$ cat src/rtl/wishbone_arbiter.sv
// Two-master Wishbone arbiter with shared slave bus, per-grant wait timeout and error pulse.
// Define WB_ARB_ROUND_ROBIN_EN for round-robin tie-breaking; default is fixed priority (m0 wins).
module wishbone_arbiter #(
  parameter int unsigned TIMEOUT = 255
) (
  input  logic        clk,
  input  logic        rst,
  input  logic        m0_cyc_i,
  input  logic        m0_stb_i,
  input  logic        m0_we_i,
  input  logic [31:0] m0_addr_i,
  input  logic [31:0] m0_data_i,
  input  logic [3:0]  m0_sel_i,
  output logic [31:0] m0_data_o,
  output logic        m0_ack_o,
  output logic        m0_err_o,
  input  logic        m1_cyc_i,
  input  logic        m1_stb_i,
  input  logic        m1_we_i,
  input  logic [31:0] m1_addr_i,
  input  logic [31:0] m1_data_i,
  input  logic [3:0]  m1_sel_i,
  output logic [31:0] m1_data_o,
  output logic        m1_ack_o,
  output logic        m1_err_o,
  output logic        s_cyc_o,
  output logic        s_stb_o,
  output logic        s_we_o,
  output logic [31:0] s_addr_o,
  output logic [31:0] s_data_o,
  output logic [3:0]  s_sel_o,
  input  logic [31:0] s_data_i,
  input  logic        s_ack_i,
  output logic [1:0]  gnt_o
);

  localparam int unsigned CNT_W = 8;
  localparam logic [CNT_W-1:0] CNT_LAST = CNT_W'(TIMEOUT - 1);

  typedef enum logic [1:0] {IDLE, GNT0, GNT1, RELEASE} state_t;

  state_t           r_state;
  logic [CNT_W-1:0] r_cnt;
  logic             w_req0;
  logic             w_req1;
  logic             w_pick1;
  logic             w_g0;
  logic             w_g1;
  logic             w_cyc;
  logic             w_stb;
  logic             w_timeout;

  assign w_req0 = m0_cyc_i & m0_stb_i;
  assign w_req1 = m1_cyc_i & m1_stb_i;
  assign w_g0   = (r_state == GNT0);
  assign w_g1   = (r_state == GNT1);

`ifdef WB_ARB_ROUND_ROBIN_EN
  // r_last_m1 = 1 means m1 was granted last, so m0 wins the next tie
  logic r_last_m1;
  assign w_pick1 = w_req1 & (~w_req0 | ~r_last_m1);

  always_ff @(posedge clk or posedge rst) begin
    if (rst) begin
      r_last_m1 <= 1'b1;
    end else if (r_state == IDLE && (w_req0 | w_req1)) begin
      r_last_m1 <= w_pick1;
    end
  end
`else
  assign w_pick1 = w_req1 & ~w_req0;
`endif

  // Shared-bus mux: only the granted master is visible
  always_comb begin
    w_cyc    = 1'b0;
    w_stb    = 1'b0;
    s_we_o   = 1'b0;
    s_addr_o = 32'h0;
    s_data_o = 32'h0;
    s_sel_o  = 4'b0000;
    if (w_g0) begin
      w_cyc    = m0_cyc_i;
      w_stb    = m0_stb_i;
      s_we_o   = m0_we_i;
      s_addr_o = m0_addr_i;
      s_data_o = m0_data_i;
      s_sel_o  = m0_sel_i;
    end else if (w_g1) begin
      w_cyc    = m1_cyc_i;
      w_stb    = m1_stb_i;
      s_we_o   = m1_we_i;
      s_addr_o = m1_addr_i;
      s_data_o = m1_data_i;
      s_sel_o  = m1_sel_i;
    end
  end

  // An ack in the limit cycle wins over the timeout
  assign w_timeout = (w_g0 | w_g1) & w_stb & ~s_ack_i & (r_cnt == CNT_LAST);

  assign s_cyc_o   = w_cyc;
  assign s_stb_o   = w_stb;
  assign m0_ack_o  = w_g0 & s_ack_i;
  assign m1_ack_o  = w_g1 & s_ack_i;
  assign m0_err_o  = w_g0 & w_timeout;
  assign m1_err_o  = w_g1 & w_timeout;
  assign m0_data_o = w_g0 ? s_data_i : 32'h0;
  assign m1_data_o = w_g1 ? s_data_i : 32'h0;
  assign gnt_o     = {w_g1, w_g0};

  always_ff @(posedge clk or posedge rst) begin
    if (rst) begin
      r_state <= IDLE;
      r_cnt   <= '0;
    end else begin
      case (r_state)
        IDLE: begin
          r_cnt <= '0;
          if (w_pick1)     r_state <= GNT1;
          else if (w_req0) r_state <= GNT0;
        end
        GNT0, GNT1: begin
          if (s_ack_i)    r_cnt <= '0;
          else if (w_stb) r_cnt <= r_cnt + CNT_W'(1);
          if (!w_cyc || w_timeout) r_state <= RELEASE;
        end
        RELEASE: begin
          r_cnt   <= '0;
          r_state <= IDLE;
        end
      endcase
    end
  end

endmodule

$ cat config.mk
export PLATFORM = sky130hd
export DESIGN_NAME = wishbone_arbiter
export DESIGN_NICKNAME = d
export VERILOG_FILES = /design/src/rtl/wishbone_arbiter.sv
export SDC_FILE = /design/constraint.sdc
export NUM_CORES = 1
export LEC_CHECK = 0
export CAP_MARGIN = 10
export CORE_AREA = 2 2 125 127
export DETAILED_ROUTE_END_ITERATION = 6
export DIE_AREA = 0 0 127 129
export DONT_BUFFER_PORTS = 1
export SLEW_MARGIN = 25
export SYNTH_ARGS = -nofsm -noshare
export SYNTH_HDL_FRONTEND = slang
export SYNTH_SLANG_ARGS = --single-unit
$ cat constraint.sdc
create_clock -name clk -period 5.7 [get_ports clk]
set_clock_uncertainty 0.05 [all_clocks]
set_input_delay 0.285 -clock clk [delete_from_list [all_inputs] [get_ports clk]]
set_output_delay 0.285 -clock clk [all_outputs]
set_load 0.05 [all_outputs]
==> impl_metrics.yaml <==
global_routing:
  grt_pass1_vias: 1743
  antenna_found_initial: 2
  grt_use_total: 0.07926
  grt_first_pass_wirelength_um: 9791
  grt_max_degree: 102
  grt.overflow.total: 0
logic_synthesis:
  avgSynthCellArea_um2: 5.561
  netlist_area_um2: 2041
  synth.distinct_cells: 25
  syn_inst: 367
  syn-num-nets: 549
  ys_warn_count: 0
  synth_seq_cells: 10
  ys_seq_area_frac: 0.1226
setup_path:
  critPathBufInv: 2
  cp.required_ps: 5370
  cp_max_fo: 87
  timing.rr.start: "r_state[1]$_DFFE_PP0P_"
  r2r_slack_ps: 2280
  cp-start-kind: "flop"
  cp_cell_sequence: "inv_1 -> ha_4 -> buf_4 -> nand3b_4 -> a2111o_1 -> nor2_1"
  regToRegEndpoint: "r_state[0]$_DFFE_PP0P_"
  cp.arrival_ps: 3130
  critPathTopFamily: "simple AND/OR/NAND/NOR gates"
  crit_end: "m1_err_o"
  crit_path_end_kind: "output port"
  cp_slowest_cell: "nor2_1"
  worstSetupPathType: "reg2out"
  cp_num_cells: 6
  worst_r2r_path_depth: 6
  max_stage_delay_ps: 700
  startpoint: "r_state[1]$_DFFE_PP0P_"
place:
  place.gp.congestion: 0.9632
  dp_hpwl_um: 6532
  placed_cells: 523
  postPlaceCellArea_um2: 2168
  numPortBuffers: 0
layout:
  final_cells: 531
  num-fill-cells: 1747
  stdcell_area_um2: 2292
  multi_input_area_um2: 1638
  syn_to_final_growth_pct: 12.32
  final_common_cell: "nand2_1"
  seq_area_um2: 250.2
  drive_above_1_share: 0.02639
  final_net_count: 524
  final_cell_mix: "nand2_1 (134), and2_1 (66), o21ai_1 (65)"
timing:
  report.final.setup_viol: 0
  rsz0062_at_grt: "no"
  fin_crit_sh: 0.6075
  whs_ps: 236.7
  fin_tns_setup_ps: 0
  finalMaxSlewViolations: 0
  hold_viol_final: 0
  fin_crit_ps: 3463
  slew-limit-headroom: 0.2783
  fmax_mhz: 288.8
  tightest_slew_ps: 1075
clock_network:
  post_cts_buffers: 0
  clk_latency_ps: 240
  cts-root-buf: "clkbuf_16"
  cts_resized: 0
  clk_pin_slew_ps: 40
  cts_tree: "done"
  cts_made_buffers: 3
  htreeDepth: 1
  clockBufferDepth: 2
  clock_sinks: 10
routing:
  drt_first_pass_iters: 4
  routed_wl_um: 7988
  wl_per_cell_um: 15.04
  vias: 2317
  viasPerCell: 4.363
  drc: 0
  postRouteAntennaNets: 0
  drt-initial-drc-count: 125
floorplanning:
  die_w_um: 127
  die_area_um2: 16380
  die_h_um: 129
  start_util: 0.1363
  pin_count: 318
  num_rows: 45
  core-area_um2: 14980
outcome:
  status: "completed"
job:
  drv_cap: 0
hold_path:
  min_path_type: "in2reg"
-- metrics by stage --
step / util / setup WS [ps]
after floorplan: - / 3036
after global placement: 0.1448 / 2330
after detailed placement: 0.1448 / 2267
after CTS: 0.1514 / 2189
after global routing: 0.1530 / 2015
final: 0.1530 / 2237
-- Yosys cell counts --
cell | count | area, um^2
buf_6 | 1 | 11.26
a22oi_1 | 2 | 15.01
nand3b_4 | 1 | 20.02
nor2_1 | 11 | 41.29
nand2b_1 | 1 | 6.260
clkbuf_1 | 17 | 63.81
nand4b_1 | 1 | 8.760
nand2_1 | 134 | 503.0
and2_1 | 66 | 412.9
ha_1 | 5 | 62.56
a211oi_1 | 5 | 37.54
xnor2_1 | 7 | 61.31
buf_2 | 1 | 5.000
inv_1 | 10 | 37.54
a2111o_1 | 1 | 11.26
buf_4 | 2 | 15.01
nand3_1 | 3 | 15.01
a22o_1 | 6 | 52.55
a2111oi_0 | 1 | 8.760
buf_1 | 12 | 45.04
nand4_1 | 1 | 6.260
a32o_1 | 1 | 10.01
dfrtp_1 | 10 | 250.2
o21ai_0 | 67 | 335.3
a21oi_1 | 1 | 5.000
-- worst reg2reg max path, cell delays in order, from the launching register on --
cell and delay [ps]:
dfrtp_1 390, inv_1 140, ha_4 610, buf_4 800, o21ai_1 630, a32o_1 460, a22o_1 230
-- sequential cells by signal (all words and copies together), names as in the netlist --
signal and count:
r_cnt 8, r_state 2
-- kinds of logic (layout without fill, tap and decap cells) --
kind of cell,count (synthesis),in the layout,share of synthesized area
buf+inv,43,17,0.08706
other cells,0,2,0
xor+xnor,7,7,0.03004
fa+ha+maj,5,5,0.03066
compound gates,84,84,0.2330
flops,10,10,0.1226
simple gates,218,218,0.4966
-- per-layer routing --
layer	up-vias	track usage	wire length, um
li1	1125	-	-
met1	997	0.09649	3001
met2	188	0.1284	3721
met3	7	0.03202	1158
met4	0	0.02521	106
met5	-	0	0
-- area by class of cell --
class,instances,share of cell area
timing repair buffer,3,0.01638
multi-input combinational,314,0.7145
inverter,10,0.01638
antenna,2,0.002183
tap,188,0.1026
sequential,10,0.1092
clock buffer,4,0.03876
-- worst min path at each step --
stage / from / to / slack [ps] / depth (start not counted)
global route: m0_stb_i / r_state[1]$_DFFE_PP0P_ / 270 / 3
global placement: rst / r_state[1]$_DFFE_PP0P_ / 140 / 1
finish: m0_stb_i / r_state[1]$_DFFE_PP0P_ / 240 / 3
floorplan: rst / r_cnt[0]$_DFFE_PP0P_ / 80 / 1
detailed placement: rst / r_state[1]$_DFFE_PP0P_ / 150 / 1
CTS: m0_stb_i / r_state[1]$_DFFE_PP0P_ / 230 / 3
-- timing repair --
action,4_1_cts,5_1_grt
endpoints found under the hold margin,10,0
setup endpoints to repair,0,0
hold buffers,1,0
Power is not shown: default switching activity piles up to over one toggle a cycle in this logic, so the estimate is an artifact.
